`config.mk`:
```
export PLATFORM = sky130hd
export DESIGN_NAME = krnl_vadd_rtl_start_seq
export DESIGN_NICKNAME = d
export VERILOG_FILES = /design/src/rtl/krnl_vadd_rtl_pkg.sv /design/src/rtl/krnl_vadd_rtl_done_tracker.sv /design/src/rtl/krnl_vadd_rtl_start_seq.sv
export SDC_FILE = /design/constraint.sdc
export NUM_CORES = 1
export LEC_CHECK = 0
export ABC_CLOCK_PERIOD_IN_PS = 3700
export BUFFER_PORTS_ARGS = -buffer_cell sky130_fd_sc_hd__buf_2
export CAP_MARGIN = 20
export CORE_MARGIN = 4
export CORE_UTILIZATION = 25
export DETAILED_ROUTE_END_ITERATION = 10
export PLACE_DENSITY = 0.57
export SLEW_MARGIN = 15
export SYNTH_ARGS = -nofsm -noshare
export SYNTH_HDL_FRONTEND = slang
export SYNTH_SLANG_ARGS = --single-unit
```
`constraint.sdc`:
```
create_clock -name aclk -period 3.7 [get_ports aclk]
set_input_delay 0.185 -clock aclk [delete_from_list [all_inputs] [get_ports aclk]]
set_output_delay 0.185 -clock aclk [all_outputs]
set_load 0.01 [all_outputs]
```
`src/rtl/krnl_vadd_rtl_pkg.sv`:
```
// Shared types and helpers for the vadd RTL kernel control path.
//   state_e          : start-sequencer FSM states
//   beat_bytes_log2  : log2 of bytes per memory beat for a given data width
package krnl_vadd_rtl_pkg;

  localparam int unsigned STATE_W = 2;

  typedef enum logic [STATE_W-1:0] {
    ST_IDLE   = 2'd0,
    ST_LAUNCH = 2'd1,
    ST_RUN    = 2'd2,
    ST_DONE   = 2'd3
  } state_e;

  // Legal widths are 32..512; anything else falls back to 512-bit beats.
  function automatic int unsigned beat_bytes_log2(input int unsigned data_width);
    int unsigned r;
    case (data_width)
      32:      r = 2;
      64:      r = 3;
      128:     r = 4;
      256:     r = 5;
      default: r = 6;
    endcase
    return r;
  endfunction

endpackage

```
`src/rtl/krnl_vadd_rtl_done_tracker.sv`:
```
// Sticky completion flags for the read and write masters.
//   aclk, areset      : clock, synchronous active-high reset
//   clear_i           : clears both flags (job launch)
//   enable_i          : done pulses are only accepted while high
//   rd_done_i/wr_done_i : single-cycle completion pulses
//   both_done_c_o     : both masters finished, including a pulse this cycle
module krnl_vadd_rtl_done_tracker (
  input  logic aclk,
  input  logic areset,
  input  logic clear_i,
  input  logic enable_i,
  input  logic rd_done_i,
  input  logic wr_done_i,
  output logic both_done_c_o
);

  logic rd_seen_q, rd_seen_d;
  logic wr_seen_q, wr_seen_d;
  logic rd_hit_c, wr_hit_c;

  assign rd_hit_c = enable_i & rd_done_i;
  assign wr_hit_c = enable_i & wr_done_i;

  // Next flag values: clear wins, otherwise set-and-hold.
  always_comb begin
    rd_seen_d = rd_seen_q;
    wr_seen_d = wr_seen_q;
    if (clear_i) begin
      rd_seen_d = 1'b0;
      wr_seen_d = 1'b0;
    end else begin
      if (rd_hit_c) rd_seen_d = 1'b1;
      if (wr_hit_c) wr_seen_d = 1'b1;
    end
  end

  always_ff @(posedge aclk) begin
    if (areset) begin
      rd_seen_q <= 1'b0;
      wr_seen_q <= 1'b0;
    end else begin
      rd_seen_q <= rd_seen_d;
      wr_seen_q <= wr_seen_d;
    end
  end

  // Bypass the live pulses so the FSM can leave RUN in the cycle the last one arrives.
  assign both_done_c_o = (rd_seen_q | rd_hit_c) & (wr_seen_q | wr_hit_c);

endmodule

```
`src/rtl/krnl_vadd_rtl_start_seq.sv`:
```
// Start sequencer for the vadd kernel: turns an ap_start level into one
// launch of the read and write masters and one ap_done pulse.
//   aclk, areset              : clock, synchronous active-high reset
//   ap_start/ap_idle/ap_done  : control-block handshake
//   size_in_bytes             : job size; zero completes without a launch
//   axi00_ptr0/axi00_ptr1     : source / destination byte addresses
//   rd_start/wr_start         : one-cycle launch pulses
//   rd_addr/wr_addr           : latched launch addresses
//   rd_xfer_len/wr_xfer_len   : latched beat counts
//   rd_done/wr_done           : master completion pulses
//   cycle_count               : busy-cycle counter, only with KRNL_VADD_PERF_CNT_EN
module krnl_vadd_rtl_start_seq
  import krnl_vadd_rtl_pkg::*;
#(
  parameter int unsigned C_M_AXI_DATA_WIDTH = 512,
  parameter int unsigned C_XFER_LEN_WIDTH   = 32
) (
  input  logic                        aclk,
  input  logic                        areset,
  input  logic                        ap_start,
  output logic                        ap_idle,
  output logic                        ap_done,
  input  logic [31:0]                 size_in_bytes,
  input  logic [63:0]                 axi00_ptr0,
  input  logic [63:0]                 axi00_ptr1,
  output logic                        rd_start,
  output logic                        wr_start,
  output logic [63:0]                 rd_addr,
  output logic [63:0]                 wr_addr,
  output logic [C_XFER_LEN_WIDTH-1:0] rd_xfer_len,
  output logic [C_XFER_LEN_WIDTH-1:0] wr_xfer_len,
  input  logic                        rd_done,
  input  logic                        wr_done
`ifdef KRNL_VADD_PERF_CNT_EN
  ,
  output logic [63:0]                 cycle_count
`endif
);

  localparam int unsigned BEAT_SHIFT = beat_bytes_log2(C_M_AXI_DATA_WIDTH);
  localparam logic [31:0] LOW_MASK   = 32'((33'd1 << BEAT_SHIFT) - 33'd1);

  state_e                      state_q, state_d;
  logic                        ap_start_q;
  logic                        ap_idle_q, ap_done_q, start_q;
  logic [63:0]                 rd_addr_q, wr_addr_q;
  logic [C_XFER_LEN_WIDTH-1:0] xfer_len_q;
  logic                        start_edge_c, launch_c, zero_job_c, both_done_c;
  logic [31:0]                 beats_c;
  logic [C_XFER_LEN_WIDTH-1:0] xfer_len_c;

  // Beat count: shift out the in-beat bytes, add one if any were left over.
  assign beats_c    = (size_in_bytes >> BEAT_SHIFT) + 32'(|(size_in_bytes & LOW_MASK));
  assign xfer_len_c = C_XFER_LEN_WIDTH'(beats_c);

  assign start_edge_c = ap_start & ~ap_start_q & (state_q == ST_IDLE);

  krnl_vadd_rtl_done_tracker u_done_tracker (
    .aclk          (aclk),
    .areset        (areset),
    .clear_i       (launch_c),
    .enable_i      ((state_q == ST_LAUNCH) || (state_q == ST_RUN)),
    .rd_done_i     (rd_done),
    .wr_done_i     (wr_done),
    .both_done_c_o (both_done_c)
  );

  // Next-state logic.
  always_comb begin
    state_d    = state_q;
    launch_c   = 1'b0;
    zero_job_c = 1'b0;
    case (state_q)
      ST_IDLE: begin
        if (start_edge_c) begin
          if (size_in_bytes != 32'd0) begin
            state_d  = ST_LAUNCH;
            launch_c = 1'b1;
          end else begin
            state_d    = ST_DONE;
            zero_job_c = 1'b1;
          end
        end
      end
      ST_LAUNCH: state_d = ST_RUN;
      ST_RUN:    if (both_done_c) state_d = ST_DONE;
      ST_DONE:   state_d = ST_IDLE;
      default:   state_d = ST_IDLE;
    endcase
  end

  always_ff @(posedge aclk) begin
    if (areset) state_q <= ST_IDLE;
    else        state_q <= state_d;
  end

  // Registered handshake outputs and launch payload.
  always_ff @(posedge aclk) begin
    if (areset) begin
      ap_start_q <= 1'b0;
      ap_idle_q  <= 1'b1;
      ap_done_q  <= 1'b0;
      start_q    <= 1'b0;
      rd_addr_q  <= '0;
      wr_addr_q  <= '0;
      xfer_len_q <= '0;
    end else begin
      ap_start_q <= ap_start;
      // Idle stays low through the cycle after DONE so the busy window always spans the ap_done pulse edge.
      ap_idle_q  <= (state_d == ST_IDLE) && (state_q != ST_DONE);
      ap_done_q  <= (state_d == ST_DONE);
      start_q    <= launch_c;
      if (launch_c) begin
        rd_addr_q  <= axi00_ptr0;
        wr_addr_q  <= axi00_ptr1;
        xfer_len_q <= xfer_len_c;
      end
    end
  end

`ifdef KRNL_VADD_PERF_CNT_EN
  logic [63:0] cycle_count_q;

  // Busy-cycle counter; holds its value after the job so software can read it.
  always_ff @(posedge aclk) begin
    if (areset) begin
      cycle_count_q <= '0;
    end else if (launch_c || zero_job_c) begin
      cycle_count_q <= '0;
    end else if ((state_q == ST_LAUNCH) || (state_q == ST_RUN)) begin
      cycle_count_q <= cycle_count_q + 64'd1;
    end
  end

  assign cycle_count = cycle_count_q;
`endif

  assign ap_idle     = ap_idle_q;
  assign ap_done     = ap_done_q;
  assign rd_start    = start_q;
  assign wr_start    = start_q;
  assign rd_addr     = rd_addr_q;
  assign wr_addr     = wr_addr_q;
  assign rd_xfer_len = xfer_len_q;
  assign wr_xfer_len = xfer_len_q;

endmodule
```
==> impl_metrics.py <==
metrics = {
    "outcome": {
        "outcome": "completed",
    },
    "clock_network": {
        "cts_buffers": 17,
        "htreeDepth": 4,
        "clock_latency_ns": 0.42,
        "cts_tree": "done",
        "clock_sinks": 163,
        "post_cts_buffers": 0,
        "cts_root_buf": "clkbuf_16",
        "clock_tree.buffer_depth": 2,
        "path_clk_slew_ns": 0.07,
    },
    "setup_path": {
        "reg2reg_slack_ns": 1.60,
        "cp-end-kind": "flop",
        "crit_chain": "inv_1, ha_1, nand3b_1, o21ba_4, buf_4, a22o_1",
        "startpoint_type": "flop",
        "crit_path_start": "state_q[0]$_SDFF_PP0_",
        "cp.depth": 6,
        "reg2reg_depth": 6,
        "path_buf_inv": 2,
        "worstPathArrival_ns": 2.46,
        "worstSetupPathType": "reg -> reg",
        "cp.required_ns": 4.06,
        "worstReg2RegStart": "state_q[0]$_SDFF_PP0_",
        "cp_max_fo": 83,
        "critical_path.max_stage_delay_ns": 0.68,
        "crit_path_end": "wr_addr[16]$_SDFFE_PP0P_",
        "cp_slowest_cell": "buf_4",
        "critPathTopFamily": "buffers and inverters",
        "reg2reg_to": "wr_addr[16]$_SDFFE_PP0P_",
    },
    "logic_synthesis": {
        "synth_top_cell_area_share_pct": 54.7,
        "async_reset_ff_share_pct": 0,
        "yosysUniqueCellTypes": 32,
        "synth_top_cells_by_area": "dfxtp_1 55%, a22o_1 23%, buf_4 4.9%, buf_6 2.8%, xnor2_1 2.5%",
        "syn_area_per_cell_um2": 11.8,
        "mappedNetlistArea_um2": 5970,
        "ys_ff_latch": 163,
        "synth_top_area_cell": "dfxtp_1",
        "synth_edf_count": 0,
        "syn_inst": 507,
        "ys_seq_area_share_pct": 54.7,
        "yosysWarningCount": 0,
        "synth-main-ff-cell": "dfxtp_1",
    },
    "floorplan": {
        "dieArea_um2": 26400,
        "die_x_um": 162,
        "rows": 56,
        "dieHeight_um": 162,
        "core_area_um2": 23500,
        "io_pins": 361,
        "start_util_pct": 25.4,
    },
    "cells_and_area": {
        "fin_util_pct": 40.4,
        "area_growth_pct": 58.9,
        "design_area_um2": 9480,
        "mostFrequentLayoutCell": "buf_2",
        "fillCellCount": 2233,
        "drive_gt1_share_pct": 41.0,
        "antenna_cells": 0,
        "final_cells": 1275,
        "num-nets-final": 1116,
        "final_cell_mix": "350 x buf_2, 163 x dfxtp_1, 154 x a22o_1, 129 x dlygate4sd3_1",
    },
    "run": {
        "drv_cap": 0,
    },
    "timing": {
        "max_freq_ghz": 0.476,
        "drv_slew": 0,
        "hold_viol_final": 0,
        "finClkSkew_ns": 0.0145,
        "rsz0062_at_grt": "false",
        "fin_setup_tns_ns": 0,
        "tightest_slew_ns": 0.890,
        "max_slew_margin_pct": 40.7,
        "hold_ws_ns": 0.0850,
        "setup_viol": 0,
        "period_minus_slack_ns": 2.10,
        "fin_crit_sh_pct": 56.8,
    },
    "routing": {
        "vias": 5617,
        "first_iter_violations": 225,
        "vias_per_cell": 4.41,
        "first_pass_iters": 5,
        "drc_errors": 0,
        "antenna_left": 0,
        "routed_wl_mm": 20.1,
        "wl_per_cell_um": 15.8,
    },
    "place": {
        "io_buffers": 350,
        "dp_hpwl_mm": 13.1,
        "placed_area_um2": 7650,
        "place.gp.congestion": 0.765,
        "dp_cells": 1115,
    },
    "grt": {
        "grt_pass1_vias": 5713,
        "antenna_found_initial": 0,
        "grt_max_degree": 94,
        "grt_pass1_wl_mm": 30.6,
        "overflow": 0,
        "grt_usage_pct": 14.5,
    },
    "hold_path": {
        "min-delay-start": "areset",
        "worstHoldPathType": "in -> reg",
    },
    "power_and_ir_drop": {
        "internal_power_mw": 3.60,
        "vdd_ir_drop_max_uv": 211,
        "p_per_area_nw_per_um2": 558,
        "p_seq_share_pct": 42.0,
        "p_sw_mw": 1.70,
        "p_sw_share_pct": 32.0,
        "p_leak_nw": 4.60,
        "p_comb_share_pct": 26.4,
        "power_frac_clock_pct": 31.5,
    },
}
## through the flow
step                      setup WS [ns]  power [mW]
after floorplan                    1.99        3.09
after global placement             1.40        3.54
after detailed placement           1.36        3.55
after CTS                          1.57        5.36
after global routing               1.42        5.59
final                              1.60        5.29
## power by group through the flow
stage	clock, mW	sequential [mW]	combinational [mW]
after floorplan	0	2.38	0.713
after global placement	0	2.26	1.28
after detailed placement	0	2.25	1.30
after CTS	1.74	2.22	1.40
after global routing	1.81	2.27	1.52
final	1.67	2.22	1.40
## cell families (layout without fill, tap and decap cells)
family	Yosys count	count (layout)	synth area share, %
other cells	1	10	0.0628
fa+ha+maj	7	7	1.47
buf+inv	82	522	9.88
xor+xnor	24	24	3.52
simple gates	69	69	6.88
compound gates	161	161	23.5
flops	163	163	54.7
## flip-flops by register name, summed over array words and instances, names as in the netlist
name / count
wr_addr: 64
ap_done: 1
ap_start_q: 1
u_done_tracker.rd_seen_q: 1
u_done_tracker.wr_seen_q: 1
state_q: 2
rd_addr: 64
ap_idle: 1
rd_start: 1
rd_xfer_len: 27
## worst min path at each step
stage                                     to  cells past startpoint
finish                 state_q[1]$_SDFF_PP0_                      2
global route           state_q[0]$_SDFF_PP0_                      2
CTS                    state_q[0]$_SDFF_PP0_                      2
detailed placement   wr_addr[6]$_SDFFE_PP0P_                      2
global placement    wr_addr[31]$_SDFFE_PP0P_                      2
floorplan              ap_start_q$_SDFF_PP0_                      1
## cell type report
cell class / count / area [µm²] / share of cell area (%)
tap: 319 / 399 / 4.21
clock buffer: 18 / 429 / 4.53
multi-input combinational: 271 / 2160 / 22.8
clock inverter: 13 / 115 / 1.21
sequential: 163 / 3260 / 34.4
inverter: 8 / 30.0 / 0.317
timing repair buffer: 483 / 3090 / 32.5
## per-layer routing
layer | vias up | wire (µm) | track usage (%)
met5 | - | 0 | 0
met4 | 0 | 348 | 4.11
met3 | 27 | 1670 | 4.88
met2 | 273 | 9640 | 24.8
met1 | 2593 | 8450 | 17.3
li1 | 2724 | - | -
## cells in the mapped netlist, types with 2 or more instances
master,n
ha_1,7
and3_1,3
xnor2_1,17
clkbuf_1,2
nand4_1,9
a21oi_1,2
a22o_1,154
dfxtp_1,163
buf_2,18
inv_1,8
xor2_1,7
nand2_1,7
buf_6,15
nor2_1,10
nand3_1,14
nor3_1,5
nor3_2,2
nor4_1,10
buf_4,39
nor4_2,2
and2b_1,2
## what timing repair did
action                                 4_1_cts  5_1_grt
hold buffers                               129        0
gates resized for setup                      0        0
endpoints found under the hold margin      129        0
(Power assumes the default switching activity.)
